$ cat config.mk
export PLATFORM = sky130hd
export DESIGN_NAME = gate_reduce_pipe
export DESIGN_NICKNAME = d
export VERILOG_FILES = /design/src/rtl/gate_reduce_pipe.sv
export SDC_FILE = /design/constraint.sdc
export NUM_CORES = 1
export LEC_CHECK = 0
export BUFFER_PORTS_ARGS = -buffer_cell sky130_fd_sc_hd__buf_2
export CORE_MARGIN = 10
export CORE_UTILIZATION = 25
export CTS_CLUSTER_DIAMETER = 50
export CTS_CLUSTER_SIZE = 8
export DETAILED_ROUTE_END_ITERATION = 6
export PLACE_DENSITY = 0.41
export SYNTH_ARGS = -nofsm -noshare
export SYNTH_HDL_FRONTEND = slang
export SYNTH_SLANG_ARGS = --single-unit
$ cat constraint.sdc
create_clock -name clk -period 2.6 [get_ports clk]
set_clock_uncertainty 0.05 [all_clocks]
set_input_delay 0.26 -clock clk [delete_from_list [all_inputs] [get_ports clk]]
set_output_delay 0.26 -clock clk [all_outputs]
set_load 0.02 [all_outputs]
$ cat src/rtl/gate_reduce_pipe.sv
// Two-stage pipelined N-lane bit-wise gate reduction (AND/NAND/OR/NOR/XOR/XNOR) with valid/ready.
// Define GATE_ACC_EN to fold multi-beat packets (delimited by in_last) into one result.
module gate_reduce_pipe #(
  parameter int N_IN  = 4,
  parameter int WIDTH = 1
) (
  input  logic                    clk,
  input  logic                    rst,
  input  logic [N_IN*WIDTH-1:0]   in_data,
  input  logic [2:0]              in_op,
  input  logic                    in_last,
  input  logic                    in_valid,
  output logic                    in_ready,
  output logic [WIDTH-1:0]        out_data,
  output logic                    out_valid,
  input  logic                    out_ready
);

  // in_op[2:1] selects the base op, in_op[0] inverts the final result
  localparam logic [1:0] BASE_AND = 2'd0;
  localparam logic [1:0] BASE_OR  = 2'd1;
  localparam logic [1:0] BASE_XOR = 2'd2;

  function automatic logic [WIDTH-1:0] combine(input logic [1:0] base,
                                               input logic [WIDTH-1:0] a,
                                               input logic [WIDTH-1:0] b);
    case (base)
      BASE_AND: combine = a & b;
      BASE_OR:  combine = a | b;
      BASE_XOR: combine = a ^ b;
      default:  combine = '0;
    endcase
  endfunction

  function automatic logic [WIDTH-1:0] reduce_lanes(input logic [1:0] base,
                                                    input logic [N_IN*WIDTH-1:0] d);
    logic [WIDTH-1:0] r;
    r = d[WIDTH-1:0];
    for (int k = 1; k < N_IN; k++) begin
      r = combine(base, r, d[k*WIDTH +: WIDTH]);
    end
    return r;
  endfunction

  function automatic logic [WIDTH-1:0] finalize(input logic [2:0] op,
                                                input logic [WIDTH-1:0] r);
    if (op[2:1] == 2'b11) begin
      finalize = '0;
    end else if (op[0]) begin
      finalize = ~r;
    end else begin
      finalize = r;
    end
  endfunction

  logic                  s1_valid;
  logic [N_IN*WIDTH-1:0] s1_data;
  logic [2:0]            s1_op;
  logic                  s1_adv;
  logic                  s2_adv;

  assign s2_adv   = ~out_valid | out_ready;
  assign s1_adv   = ~s1_valid | s2_adv;
  assign in_ready = s1_adv;

  always_ff @(posedge clk or posedge rst) begin
    if (rst) begin
      s1_valid <= 1'b0;
      s1_data  <= '0;
      s1_op    <= '0;
    end else if (s1_adv) begin
      s1_valid <= in_valid;
      if (in_valid) begin
        s1_data <= in_data;
        s1_op   <= in_op;
      end
    end
  end

`ifdef GATE_ACC_EN
  localparam logic ST_IDLE = 1'b0;
  localparam logic ST_ACC  = 1'b1;

  logic             s1_last;
  logic             state;
  logic [2:0]       acc_op;
  logic [WIDTH-1:0] acc;
  logic [2:0]       cur_op;
  logic [WIDTH-1:0] beat_red;
  logic [WIDTH-1:0] merged;

  always_ff @(posedge clk or posedge rst) begin
    if (rst) begin
      s1_last <= 1'b0;
    end else if (s1_adv && in_valid) begin
      s1_last <= in_last;
    end
  end

  // Mid-packet beats use the op latched from the packet's first beat
  always_comb begin
    cur_op   = (state == ST_ACC) ? acc_op : s1_op;
    beat_red = reduce_lanes(cur_op[2:1], s1_data);
    merged   = (state == ST_ACC) ? combine(cur_op[2:1], acc, beat_red) : beat_red;
  end

  always_ff @(posedge clk or posedge rst) begin
    if (rst) begin
      out_valid <= 1'b0;
      out_data  <= '0;
      state     <= ST_IDLE;
      acc_op    <= '0;
      acc       <= '0;
    end else if (s2_adv) begin
      out_valid <= s1_valid & s1_last;
      if (s1_valid) begin
        if (state == ST_IDLE) begin
          acc_op <= s1_op;
        end
        if (s1_last) begin
          out_data <= finalize(cur_op, merged);
          state    <= ST_IDLE;
        end else begin
          acc   <= merged;
          state <= ST_ACC;
        end
      end
    end
  end
`else
  logic unused_last;
  assign unused_last = in_last;

  always_ff @(posedge clk or posedge rst) begin
    if (rst) begin
      out_valid <= 1'b0;
      out_data  <= '0;
    end else if (s2_adv) begin
      out_valid <= s1_valid;
      if (s1_valid) begin
        out_data <= finalize(s1_op, reduce_lanes(s1_op[2:1], s1_data));
      end
    end
  end
`endif

endmodule

==> out/results.ini <==
[run_status]
outcome=complete, no violations

[timing]
fin_crit_ps=2420
rsz0062_at_grt=no
tightest_slew_ps=405
slew_headroom=0.730
final.setup.tns_ps=0
fin_crit_sh=0.931
hold_violations=0
maxSlewViolCount=0
setup_viol=0
fmax_mhz=413

[final_layout]
final_layout_size_suffix_gt1_frac=0.420
synthToLayoutAreaGrowth_pct=22.6
antenna_cells=0
nets=89
final_cell_mix=buf_2 (13), dfrtp_1 (10), mux2_2 (7), inv_1 (7), ha_1 (6)
final_common_cell=buf_2

[logic_synthesis]
synthCells=53
yosys.area.top_type=dfrtp_1
synthTopCellsByArea=dfrtp_1 (43%), mux2_2 (13%), ha_1 (13%), inv_1 (4.5%), nand3b_1 (3.8%)
synth_nets=71
yosysWarnings=0
syn_avg_cell_area_um2=11.0
synth_top_area_share=0.427
ys_seq_area_frac=0.427
synth_cell_types=19
ys_ff_latch=10
syn-cell-area_um2=586

[clock_network]
cts-buffers-inserted=3
cts_tree=built
cts.clk_slew.worst_paths_ps=70
clockBufferDepth=2
clock_latency_ps=260
htreeDepth=1
cts_root_buffer=clkbuf_4
clock-sinks=10

[global_routing]
top_usage_layer=met2
grt_max_degree=11
met2_usage=0.0749
grt_pass1_vias=465
grt_usage=0.0523
grt_overflow=0
grtUsageMet3=0.0228
grt_pass1_wl_mm=1.84
antenna_found_initial=0
grt_use_met1=0.0605

[worst_setup_path]
r2r-end=out_data$_DFFE_PP0P_
arrival_ps=2530
crit_top_cell=ha_1
r2r_start=s1_data[0]$_DFFE_PP0P_
crit_chain=inv_1 -> ha_1 -> nand2_1 -> o22a_2 -> ha_1 -> nand2_1 -> o21ai_1 -> o21a_1 -> ha_1 -> nand3b_1 -> o31ai_4 -> xor2_1 -> a22o_1
slowest_stage=dfrtp_1
r2r_cells=13
critical_path_class=flop to flop
cp.required_ps=2700
crit_path_max_incr_delay_ps=370
reg2reg_slack_ps=180
cp_max_fo=3
cp-end-kind=flop
start_kind=flop

[power_and_ir_drop]
leakagePower_nw=0.356
peakVddDrop_mv=0.295
power_uw=453
p_per_area_nw_per_um2=630

[route]
firstDrtPassIters=2
vias=410
wl_per_cell_um=10.8
vias_per_cell=4.23
drc=0
wl_mm=1.05
drtIter0Drc=6
ant_nets=0

[placed_design]
place_hpwl_um=854
place.gp.congestion=0.666
portBuffers=13

[die]
coreArea_um2=2210
die_y_um=68.4
initial_core_util=0.265
dieWidth_um=68.4
rows=17
dieArea_um2=4680
ios=15

[worst_hold_path]
min_to=s1_valid$_DFFE_PP0N_
hp-class=input port to flop
holdPathStages=2
worstHoldStart=in_valid

[job]
maxCapViolations=0

-- routing by layer --
| layer | up-vias | wire length [µm] |
|---|---|---|
| met5 | - | 0 |
| met4 | 0 | 9 |
| met3 | 2 | 67 |
| met2 | 9 | 474 |
| met1 | 193 | 499 |
| li1 | 206 | - |
-- synthesized netlist by cell type, drive strengths merged --
library cell	instances
nor2	1
o21ai	2
nand2b	3
o22a	1
nand3b	3
o21a	1
inv	7
dfrtp	10
a21oi	1
ha	6
o31ai	1
nand2	5
a22o	1
and2	1
buf	2
xor2	1
mux2	7
-- worst max path at each step --
stage / end / cells past startpoint / slack [ps] / startpoint
after floorplan: out_data$_DFFE_PP0P_ / 14 / 270 / s1_data[0]$_DFFE_PP0P_
after global placement: out_data$_DFFE_PP0P_ / 14 / 150 / s1_data[0]$_DFFE_PP0P_
after detailed placement: out_data$_DFFE_PP0P_ / 14 / 130 / s1_data[0]$_DFFE_PP0P_
after CTS: out_data$_DFFE_PP0P_ / 14 / 110 / s1_data[0]$_DFFE_PP0P_
after global routing: out_data$_DFFE_PP0P_ / 14 / 2 / s1_data[0]$_DFFE_PP0P_
final: out_data$_DFFE_PP0P_ / 13 / 180 / s1_data[0]$_DFFE_PP0P_
-- cell type report --
type | instances | area, µm²
Inverter | 7 | 26.3
Fill cell | 237 | 1490
Timing Repair Buffer | 15 | 82.6
Tap cell | 28 | 35.0
Sequential cell | 10 | 250
Multi-Input combinational cell | 34 | 302
Clock buffer | 3 | 22.5
-- critical path: cells and delay by family (launching register included) --
family                   cells  cell delay, ps
XOR/XNOR                     1             160
AO/OA/AOI/OAI                5             750
buffers and inverters        1              50
adder cells (fa/ha/maj)      3             700
flip-flops                   1             370
AND/OR/NAND/NOR              3             240
-- state kept, by name, indices dropped and copies added, names as in the netlist --
name       cells
s1_valid       1
s1_data        4
out_data       1
s1_op          3
out_valid      1
-- what timing repair did --
item                                    4_1_cts  5_1_grt
hold buffers                                  1        0
setup buffers                                 0        0
endpoints found under the setup margin        0        1
hold endpoints to repair                     10        0
resized for setup                             0        3
-- kinds of logic (layout without fill, tap and decap cells) --
kind of cell	count (synthesis)	after routing	synth area share
simple gates	13	13	0.130
flops	10	10	0.427
buf+inv	9	25	0.0726
compound gates	7	7	0.0919
mux	7	7	0.135
fa+ha+maj	6	6	0.128
xor+xnor	1	1	0.0150
-- stage by stage --
step / area (µm²) / utilization / std cells / setup WS (ps) / hold slack (ps)
2_1_floorplan: 586 / - / 53 / 272 / 50.2
3_3_place_gp: 677 / 0.306 / 93 / 152 / 222
3_5_place_dp: 677 / 0.306 / 93 / 129 / 226
4_1_cts: 709 / 0.321 / 97 / 111 / 149
5_1_grt: 718 / 0.325 / 97 / 1.50 / 171
6_report: 718 / 0.325 / 97 / 180 / 156
-- where the power goes --
| group | leakage [nW] | switching, mW | total, mW | internal [mW] |
|---|---|---|---|---|
| Clock | 0.0138 | 0.0519 | 0.105 | 0.0534 |
| Sequential | 0.116 | 0.0227 | 0.203 | 0.180 |
| Combinational | 0.227 | 0.0684 | 0.145 | 0.0762 |
| Total | 0.356 | 0.143 | 0.453 | 0.310 |
No activity file was read; power rests on OpenSTA's default activity.
